## src/rtl/cam_capture_rgb444_pkg.sv

```systemverilog
// Shared constants, FSM encoding and RGB444 field layout for the camera capture block.
package cam_capture_rgb444_pkg;

   localparam int DEF_IMG_W   = 160;
   localparam int DEF_IMG_H   = 120;
   localparam int DEF_IMA_SIZ = DEF_IMG_W * DEF_IMG_H;

   typedef enum logic [1:0] {
      ST_IDLE       = 2'd0,
      ST_WAIT_FRAME = 2'd1,
      ST_BYTE_HI    = 2'd2,
      ST_BYTE_LO    = 2'd3
   } state_e;

   localparam int FIELD_W = 4;
   localparam int R_LSB   = 8;
   localparam int G_LSB   = 4;
   localparam int B_LSB   = 0;

   function automatic logic [11:0] pack_rgb444(input logic [3:0] r,
                                               input logic [3:0] g,
                                               input logic [3:0] b);
      logic [11:0] px;
      px = 12'h000;
      px[R_LSB +: FIELD_W] = r;
      px[G_LSB +: FIELD_W] = g;
      px[B_LSB +: FIELD_W] = b;
      return px;
   endfunction

endpackage

```

## src/rtl/cam_capture_rgb444_if.sv

```systemverilog
// Camera byte bus plus frame-buffer write port; master drives the camera side, slave is the capture block.
interface cam_capture_rgb444_if
   import cam_capture_rgb444_pkg::*;
#(
   parameter int AW = 15,
   parameter int DW = 12
) ();

   logic          en;
   logic          vsync;
   logic          href;
   logic [7:0]    px_data;
   logic [AW-1:0] addr;
   logic [DW-1:0] data_out;
   logic          regwrite;
   logic          frame_done;

   modport master (
      output en, vsync, href, px_data,
      input  addr, data_out, regwrite, frame_done
   );

   modport slave (
      input  en, vsync, href, px_data,
      output addr, data_out, regwrite, frame_done
   );

endinterface

```

## src/rtl/cam_capture_rgb444_edge_detect.sv

```systemverilog
// Single-cycle rise/fall pulses for a level already synchronous to clk.
module cam_capture_rgb444_edge_detect
   import cam_capture_rgb444_pkg::*;
(
   input  logic clk,
   input  logic rst,
   input  logic sig,
   output logic rise,
   output logic fall
);

   logic sig_d_r;

   // previous sampled level
   always_ff @(posedge clk or negedge rst) begin
      if (!rst) begin
         sig_d_r <= 1'b0;
      end else begin
         sig_d_r <= sig;
      end
   end

   assign rise = sig & ~sig_d_r;
   assign fall = ~sig & sig_d_r;

endmodule

```

## src/rtl/cam_capture_rgb444.sv

```systemverilog
// Assembles two camera bytes into one RGB444 pixel and writes it linearly into a frame buffer.
module cam_capture_rgb444
   import cam_capture_rgb444_pkg::*;
#(
   parameter int AW    = 15,
   parameter int DW    = 12,
   parameter int IMG_W = cam_capture_rgb444_pkg::DEF_IMG_W,
   parameter int IMG_H = cam_capture_rgb444_pkg::DEF_IMG_H
) (
   input  logic                 clk,
   input  logic                 rst,
   cam_capture_rgb444_if.slave  cam
);

   localparam int FRAME_PIX = IMG_W * IMG_H;
   localparam int CW        = $clog2(IMG_W + 1);
   localparam int LW        = $clog2(IMG_H + 1);

   localparam logic [AW-1:0] LAST_ADDR = AW'(FRAME_PIX - 1);
   localparam logic [CW-1:0] COL_LIM   = CW'(IMG_W);
   localparam logic [LW-1:0] LINE_LIM  = LW'(IMG_H);

   state_e        state_r;
   logic [3:0]    red_r;
   logic [CW-1:0] col_r;
   logic [LW-1:0] line_r;

   logic vsync_rise_s;
   logic vsync_fall_s;
   logic href_rise_s;
   logic href_fall_s;
   logic wr_ok_s;

   cam_capture_rgb444_edge_detect u_vsync_edge (
      .clk  (clk),
      .rst  (rst),
      .sig  (cam.vsync),
      .rise (vsync_rise_s),
      .fall (vsync_fall_s)
   );

   cam_capture_rgb444_edge_detect u_href_edge (
      .clk  (clk),
      .rst  (rst),
      .sig  (cam.href),
      .rise (href_rise_s),
      .fall (href_fall_s)
   );

   // Overlong lines or extra lines never spill past the frame; address IMG_W*IMG_H stays unwritten.
   assign wr_ok_s = (cam.addr <= LAST_ADDR) && (col_r < COL_LIM) && (line_r < LINE_LIM);

   // capture FSM driving the registered frame-buffer write port
   always_ff @(posedge clk or negedge rst) begin
      if (!rst) begin
         state_r        <= ST_IDLE;
         red_r          <= 4'h0;
         col_r          <= {CW{1'b0}};
         line_r         <= {LW{1'b0}};
         cam.addr       <= {AW{1'b0}};
         cam.data_out   <= {DW{1'b0}};
         cam.regwrite   <= 1'b0;
         cam.frame_done <= 1'b0;
      end else begin
         cam.regwrite   <= 1'b0;
         cam.frame_done <= 1'b0;
         if (cam.regwrite) begin
            cam.addr <= cam.addr + AW'(1);
         end
         if (!cam.en) begin
            state_r <= ST_IDLE;
         end else begin
            case (state_r)
               ST_IDLE: begin
                  state_r <= ST_WAIT_FRAME;
               end
               ST_WAIT_FRAME: begin
                  if (vsync_fall_s) begin
                     cam.addr <= {AW{1'b0}};
                     col_r    <= {CW{1'b0}};
                     line_r   <= {LW{1'b0}};
                     red_r    <= 4'h0;
                     state_r  <= ST_BYTE_HI;
                  end
               end
               ST_BYTE_HI, ST_BYTE_LO: begin
                  if (vsync_rise_s) begin
                     state_r <= ST_WAIT_FRAME;
                  end else if (cam.regwrite && (cam.addr == LAST_ADDR)) begin
                     cam.frame_done <= 1'b1;
                     state_r        <= ST_WAIT_FRAME;
                  end else if (!cam.href) begin
                     state_r <= ST_BYTE_HI;
                     if (href_fall_s) begin
                        col_r <= {CW{1'b0}};
                        if (line_r != LINE_LIM) begin
                           line_r <= line_r + LW'(1);
                        end
                     end
                  end else if (state_r == ST_BYTE_HI) begin
                     red_r   <= cam.px_data[3:0];
                     state_r <= ST_BYTE_LO;
                     if (href_rise_s) begin
                        col_r <= {CW{1'b0}};
                     end
                  end else begin
                     if (wr_ok_s) begin
                        cam.data_out <= DW'(pack_rgb444(red_r, cam.px_data[7:4], cam.px_data[3:0]));
                        cam.regwrite <= 1'b1;
                        col_r        <= col_r + CW'(1);
                     end
                     state_r <= ST_BYTE_HI;
                  end
               end
               default: begin
                  state_r <= ST_IDLE;
               end
            endcase
         end
      end
   end

endmodule

```

## src/flat_wrapper.sv

```systemverilog
// flat-port wrapper written by rule: the top's interface ports become plain ports
module cam_capture_rgb444_flat import cam_capture_rgb444_pkg::*;
#(
   parameter int AW    = 15,
   parameter int DW    = 12,
   parameter int IMG_W = cam_capture_rgb444_pkg::DEF_IMG_W,
   parameter int IMG_H = cam_capture_rgb444_pkg::DEF_IMG_H
)
  (clk, rst, cam_en, cam_vsync, cam_href, cam_px_data, cam_addr, cam_data_out, cam_regwrite, cam_frame_done);
  cam_capture_rgb444_if #(.AW(AW), .DW(DW)) cam_i ();
  input  logic clk;
  input  logic rst;
  input wire logic [$bits(cam_i.en)-1:0] cam_en;
  input wire logic [$bits(cam_i.vsync)-1:0] cam_vsync;
  input wire logic [$bits(cam_i.href)-1:0] cam_href;
  input wire logic [$bits(cam_i.px_data)-1:0] cam_px_data;
  output wire logic [$bits(cam_i.addr)-1:0] cam_addr;
  output wire logic [$bits(cam_i.data_out)-1:0] cam_data_out;
  output wire logic [$bits(cam_i.regwrite)-1:0] cam_regwrite;
  output wire logic [$bits(cam_i.frame_done)-1:0] cam_frame_done;
  assign cam_i.en = cam_en;
  assign cam_i.vsync = cam_vsync;
  assign cam_i.href = cam_href;
  assign cam_i.px_data = cam_px_data;
  assign cam_addr = cam_i.addr;
  assign cam_data_out = cam_i.data_out;
  assign cam_regwrite = cam_i.regwrite;
  assign cam_frame_done = cam_i.frame_done;
  cam_capture_rgb444 #(.AW(AW), .DW(DW), .IMG_W(IMG_W), .IMG_H(IMG_H)) u_core (.clk(clk), .rst(rst), .cam(cam_i));
endmodule
```

## config.mk

```make
export PLATFORM = sky130hd
export DESIGN_NAME = cam_capture_rgb444_flat
export DESIGN_NICKNAME = d
export VERILOG_FILES = /design/src/rtl/cam_capture_rgb444_pkg.sv /design/src/rtl/cam_capture_rgb444_if.sv /design/src/rtl/cam_capture_rgb444_edge_detect.sv /design/src/rtl/cam_capture_rgb444.sv /design/src/flat_wrapper.sv
export SDC_FILE = /design/constraint.sdc
export NUM_CORES = 1
export LEC_CHECK = 0
export CORE_MARGIN = 3
export CORE_UTILIZATION = 53
export CTS_CLUSTER_DIAMETER = 100
export DETAILED_ROUTE_END_ITERATION = 7
export GPL_ROUTABILITY_DRIVEN = 0
export PLACE_DENSITY_LB_ADDON = 0.08
export SKIP_LAST_GASP = 1
export SYNTH_ARGS = -nofsm -noshare
export SYNTH_HDL_FRONTEND = slang
export SYNTH_SLANG_ARGS = --single-unit
```

## constraint.sdc

```tcl
create_clock -name clk -period 3 [get_ports clk]
set_input_delay 0.45 -clock clk [delete_from_list [all_inputs] [get_ports clk]]
set_output_delay 0.45 -clock clk [all_outputs]
set_load 0.03 [all_outputs]
```

==> results of run 1 <==
[layer usage]
layer  track usage [%]  vias up  share of wire [%]
met1              27.1      896                 49
li1                  -      948                  -
met4              6.21        0                1.5
met3              4.22        8                2.6
met2              31.0       30                 47
met5                 0        -                  0
[final timing paths]
path,start,end
max,u_core.cam.addr[0]$_DFF_PN0_,u_core.red_r[2]$_DFFE_PN0P_
min,rst,u_core.line_r[6]$_DFFE_PN0P_
max reg2reg,u_core.cam.addr[0]$_DFF_PN0_,u_core.red_r[2]$_DFFE_PN0P_
min reg2reg,u_core.red_r[3]$_DFFE_PN0P_,u_core.red_r[3]$_DFFE_PN0P_
max in group asynchronous,rst,u_core.cam.data_out[5]$_DFFE_PN0P_
min in group clk,u_core.red_r[3]$_DFFE_PN0P_,u_core.red_r[3]$_DFFE_PN0P_
[synth_stat cells, types with 2 or more instances]
master and number:
a21oi_1 4, and3_1 7, clkbuf_1 6, dfrtp_1 52
ha_1 4, inv_1 8, mux2_2 8, mux2_4 5
mux2i_1 2, nand2_1 29, nand2b_1 5, nand3_1 12
nand3b_1 3, nand4_1 10, nor2_1 28, nor2b_1 2
nor3_1 4, nor4_1 3, o211ai_1 2, o21ai_0 13
o22a_1 6, or3_1 3, xnor2_1 8, xor2_1 9
[report_power, final]
group          total, uW  leakage, uW  switching, uW  internal (uW)
registers            840     0.000707           74.6            765
clock network        371    0.0000410            212            159
logic                357     0.000589            194            163
[state kept, by name, summed over array words and instances (netlist names)]
| signal | flops |
|---|---|
| u_core.u_vsync_edge.sig_d_r | 1 |
| u_core.state_r | 2 |
| u_core.cam.frame_done | 1 |
| u_core.line_r | 7 |
| u_core.cam.regwrite | 1 |
| u_core.cam.addr | 15 |
| u_core.col_r | 8 |
| u_core.red_r | 4 |
| u_core.u_href_edge.sig_d_r | 1 |
| u_core.cam.data_out | 12 |
[kinds of logic (layout without fill, tap and decap cells)]
| group | count (synthesis) | after routing | synth area share (%) |
|---|---|---|---|
| AO/OA/AOI/OAI | 32 | 32 | 8.16 |
| flip-flops | 52 | 52 | 51.1 |
| adder cells (fa/ha/maj) | 4 | 4 | 1.97 |
| AND/OR/NAND/NOR | 113 | 113 | 22.3 |
| buffers and inverters | 16 | 59 | 3.29 |
| XOR/XNOR | 17 | 17 | 5.85 |
| multiplexers | 15 | 15 | 7.28 |
[area by class of cell]
type,instances,area [sq um]
Fill cell,353,1440
Sequential cell,52,1300
Multi-Input combinational cell,181,1160
Timing Repair Buffer,44,428
Clock buffer,6,72.6
Tap cell,52,65.1
Inverter,8,30.0
Clock inverter,1,5.00
[critical path, stage by stage, from the launching register on]
cell and delay [ns]:
dfrtp_1 0.43, ha_1 0.23, and3_1 0.21, or3b_2 0.53
or2_2 0.36, o211ai_1 0.47, o21ai_0 0.20
[through the flow]
stage	utilization [%]	cell area [sq um]	setup WS (ns)	total power (uW)
floorplan	-	2540	0.363	1050
global placement	66.3	2980	0.443	1200
detailed placement	66.3	2980	0.400	1210
CTS	68.0	3060	0.437	1580
global route	68.0	3060	0.199	1650
finish	68.0	3060	0.443	1570
==> impl_metrics.py, run 1 <==
metrics = {
    "critical_path": {
        "worstPathMaxFanout": 8,
        "r2r_cells": 6,
        "ff2ff_setup_slack_ns": 0.44,
        "crit_arrival_ns": 2.71,
        "critPathLaunchType": "flop",
        "path_class": "flop to flop",
        "crit_path_end_kind": "flop",
        "cp.required_ns": 3.16,
    },
    "timing": {
        "tns_ns": 0,
        "finalHoldWorstSlack_ns": 0.0444,
        "hold_viol": 0,
        "max_freq_mhz": 391,
        "maxSlewViolCount": 0,
        "setup_violations": 0,
        "min_period_ns": 2.56,
        "fin_crit_sh_pct": 85.2,
        "final.setup_skew_ns": 0.00507,
        "slew_headroom_pct": 49.7,
        "rsz0062_at_grt": "false",
        "worst_pin_slew_ns": 0.751,
    },
    "layout": {
        "mostFrequentLayoutCells": "dfrtp_1, clkdlybuf4s50_1, nand2_1",
        "finalNonFillerCells": 344,
        "final_nets": 309,
        "drive_gt1_share_pct": 9.59,
        "final_common_cell": "dfrtp_1",
        "insertedDiodeCount": 0,
        "syn2layout_area_growth_pct": 20.3,
    },
    "cts": {
        "cts_resized": 0,
        "clk_latency_ns": 0.30,
        "cts_setup_buffers": 0,
        "clk_pin_slew_ns": 0.09,
        "clock-sinks": 52,
        "numCtsBuffers": 5,
        "ctsHoldBuffers": 0,
        "tritoncts": "built",
        "cts.htree.levels": 2,
        "clk_path_buf_depth": 2,
        "cts.root.buffer_cell": "clkbuf_8",
    },
    "placement": {
        "port_buffers": 41,
        "dp_hpwl_microns": 3610,
        "dp.cells": 337,
    },
    "drt": {
        "wirelength_microns": 4980,
        "drtPass1Iterations": 4,
        "ant_nets": 0,
        "drc": 0,
        "dr.first_iter.drc_count": 114,
        "viasPerCell": 5.47,
        "wl_per_cell_microns": 14.5,
        "vias": 1882,
    },
    "synthesis": {
        "synth_cell_types": 40,
        "syn_area_sq_um": 2540,
        "synth_top_area_share_pct": 51.1,
        "synth_ff_type": "dfrtp_1",
        "ys_top_cells_by_area": "dfrtp_1, nand2_1, nor2_1, mux2_2, xor2_1",
        "syn_nets": 266,
        "avgSynthCellArea_sq_um": 10.2,
        "ys_ff_latch": 52,
        "syn_inst": 249,
        "yosysSeqAreaShare_pct": 51.1,
        "synth_edf_count": 0,
        "synthArstFlopShare_pct": 100,
        "yosys.area.top_type": "dfrtp_1",
        "synth_warnings": 0,
    },
    "floorplanning": {
        "fp-row-count": 24,
        "ioPinCount": 42,
        "start_util_pct": 56.5,
        "die_y_microns": 75.3,
        "core_sq_um": 4500,
        "die-area_sq_um": 5670,
        "die_w_microns": 75.3,
    },
    "flow_run": {
        "max_cap_viol_count": 0,
    },
    "global_route": {
        "antenna_found_initial": 0,
        "grt_pass1_vias": 1860,
        "track_usage_pct": 19.6,
        "grt_pass1_wl_microns": 8490,
        "grt_max_degree": 38,
        "grt-ovfl-total": 0,
    },
    "power_and_ir_drop": {
        "powerDensity_nw_per_um2": 512,
        "peakVddDrop_uv": 308,
        "p_leak_uw": 0.00134,
    },
    "min_path": {
        "hp-class": "input pin to async pin",
    },
    "status": {
        "status": "complete, no violations",
    },
}
No activity file was read; power rests on OpenSTA's default activity.
==> inputs of run 2 (changes only) <==
--- a/config.mk
+++ b/config.mk
@@ -6,7 +6,7 @@
 export NUM_CORES = 1
 export LEC_CHECK = 0
 export CORE_MARGIN = 3
-export CORE_UTILIZATION = 53
+export CORE_UTILIZATION = 30
 export CTS_CLUSTER_DIAMETER = 100
 export DETAILED_ROUTE_END_ITERATION = 7
 export GPL_ROUTABILITY_DRIVEN = 0
==> run 2 against run 1 <==
Design area is 3.8% higher. Sequential power about the same. Cell count rose by 16%. Setup slack got worse by 0.019 ns. Clock skew up 0.0018 ns. Via count rose by 0.48%. Power grew 7.3%. Largest power group unchanged. Highest routed layer unchanged.
==> impl_metrics.py, run 2 (synthesis gave the netlist of run 1 again) <==
metrics = {
    "drt": {
        "dr.first_iter.drc_count": 51,
        "ant_nets": 0,
        "wl_per_cell_microns": 13.9,
        "drtPass1Iterations": 4,
        "drc": 0,
        "viasPerCell": 4.75,
        "wirelength_microns": 5530,
        "vias": 1891,
    },
    "cts": {
        "clock-sinks": 52,
        "tritoncts": "built",
        "clk_pin_slew_ns": 0.10,
        "ctsHoldBuffers": 0,
        "clk_path_buf_depth": 2,
        "cts_resized": 0,
        "numCtsBuffers": 5,
        "cts.root.buffer_cell": "clkbuf_8",
        "cts.htree.levels": 2,
        "clk_latency_ns": 0.30,
        "cts_setup_buffers": 0,
    },
    "floorplanning": {
        "core_sq_um": 7970,
        "start_util_pct": 31.9,
        "die_y_microns": 98.1,
        "die-area_sq_um": 9620,
        "fp-row-count": 32,
        "ioPinCount": 42,
        "die_w_microns": 98.1,
    },
    "layout": {
        "final_nets": 312,
        "mostFrequentLayoutCells": "dfrtp_1, clkdlybuf4s50_1, nand2_1",
        "fin_area_sq_um": 3180,
        "largest_reg_flops": 15,
        "insertedDiodeCount": 0,
        "drive_gt1_share_pct": 10.8,
        "biggestRegsByFlops": "u_core.cam.addr (15), u_core.cam.data_out (12), u_core.col_r (8)",
        "top_register": "u_core.cam.addr",
        "syn2layout_area_growth_pct": 24.8,
        "final_common_cell": "dfrtp_1",
    },
    "critical_path": {
        "r2r_cells": 7,
        "crit_arrival_ns": 2.82,
        "ff2ff_setup_slack_ns": 0.42,
        "worstPathMaxFanout": 19,
        "regToRegStartpoint": "u_core.cam.addr[13]$_DFF_PN0_",
        "cp.required_ns": 3.24,
        "crit_path_end_kind": "flop",
        "path_class": "flop to flop",
        "critPathLaunchType": "flop",
        "r2r_end": "u_core.col_r[6]$_DFFE_PN0P_",
    },
    "timing": {
        "tns_ns": 0,
        "max_freq_mhz": 388,
        "worst_pin_slew_ns": 0.786,
        "fin_crit_sh_pct": 85.9,
        "slew_headroom_pct": 47.6,
        "rsz0062_at_grt": "false",
        "hold_viol": 0,
        "setup_violations": 0,
        "final.setup_skew_ns": 0.00683,
        "maxSlewViolCount": 0,
        "min_period_ns": 2.58,
        "finalHoldWorstSlack_ns": 0.207,
    },
    "global_route": {
        "grt_pass1_wl_microns": 9790,
        "grt_pass1_vias": 1976,
        "grt-ovfl-total": 0,
        "grt_max_degree": 34,
        "track_usage_pct": 12.4,
        "antenna_found_initial": 0,
    },
    "power_and_ir_drop": {
        "powerDensity_nw_per_um2": 530,
        "peakVddDrop_uv": 225,
        "p_leak_uw": 0.00137,
    },
    "placement": {
        "placed_area_sq_um": 3070,
        "dp_hpwl_microns": 4010,
        "port_buffers": 41,
    },
    "status": {
        "status": "complete, no violations",
    },
    "flow_run": {
        "max_cap_viol_count": 0,
    },
    "min_path": {
        "hp-class": "input pin to async pin",
    },
}
==> run 2: cell count changes in the layout (fill, tap and decap cells not counted) <==
cell       delta
bufinv_16     +1
buf_4         +3
==> run 2: area by class of cell <==
class	instances	area (sq um)
Clock inverter	2	35.0
Inverter	8	30.0
Tap cell	102	128
Sequential cell	52	1300
Multi-Input combinational cell	181	1160
Timing Repair Buffer	47	450
Clock buffer	6	72.6
Fill cell	827	4790
==> run 2: per-layer routing <==
metal / track usage [%] / wire length (microns) / vias to the layer above
met2: 19.0 / 2500 / 19
met3: 2.50 / 142 / 5
met1: 18.0 / 2850 / 907
met5: 0 / 0 / -
li1: - / - / 960
met4: 3.19 / 48 / 0
==> run 2: worst max-delay path by stage <==
stage                                          endpoint  cells after the start                          start  slack (ns)
finish                      u_core.col_r[6]$_DFFE_PN0P_                      7  u_core.cam.addr[13]$_DFF_PN0_        0.42
CTS                         u_core.col_r[6]$_DFFE_PN0P_                      7  u_core.cam.addr[13]$_DFF_PN0_        0.41
global placement    u_core.cam.data_out[10]$_DFFE_PN0P_                      6                       cam_href        0.42
detailed placement   u_core.cam.data_out[0]$_DFFE_PN0P_                      6                       cam_href        0.35
floorplan            u_core.cam.data_out[0]$_DFFE_PN0P_                      7  u_core.cam.addr[13]$_DFF_PN0_        0.36
global route                u_core.red_r[2]$_DFFE_PN0P_                      6   u_core.cam.addr[0]$_DFF_PN0_        0.26
==> run 2: critical path, cell delays in order, from the launching register on <==
cell     delay, ns
dfrtp_1       0.46
or3b_1        0.43
or4_4         0.49
o21ai_2       0.09
or4b_1        0.44
buf_4         0.23
nor3_1        0.21
o22a_1        0.15
==> run 2: power by group <==
part | switching, uW | leakage, uW | internal, uW
registers | 75.4 | 0.000707 | 765
logic | 194 | 0.000604 | 165
clock network | 235 | 0.0000552 | 248
==> run 2: per-stage QoR <==
| stage | power, uW | cells | util [%] | setup WS (ns) |
|---|---|---|---|---|
| CTS | 1710 | 398 | 39.9 | 0.414 |
| global route | 1770 | 398 | 39.9 | 0.262 |
| global placement | 1220 | 390 | 38.5 | 0.419 |
| detailed placement | 1220 | 390 | 38.5 | 0.354 |
| floorplan | 1050 | 249 | - | 0.363 |
| finish | 1680 | 398 | 39.9 | 0.424 |
==> inputs of run 3 (changes only) <==
--- a/config.mk
+++ b/config.mk
@@ -5,6 +5,7 @@
 export SDC_FILE = /design/constraint.sdc
 export NUM_CORES = 1
 export LEC_CHECK = 0
+export ABC_CLOCK_PERIOD_IN_PS = 3000
 export CORE_MARGIN = 3
 export CORE_UTILIZATION = 30
 export CTS_CLUSTER_DIAMETER = 100
==> results of run 3 <==
The final DEF is identical to that of run 2; final timing and power are the same.
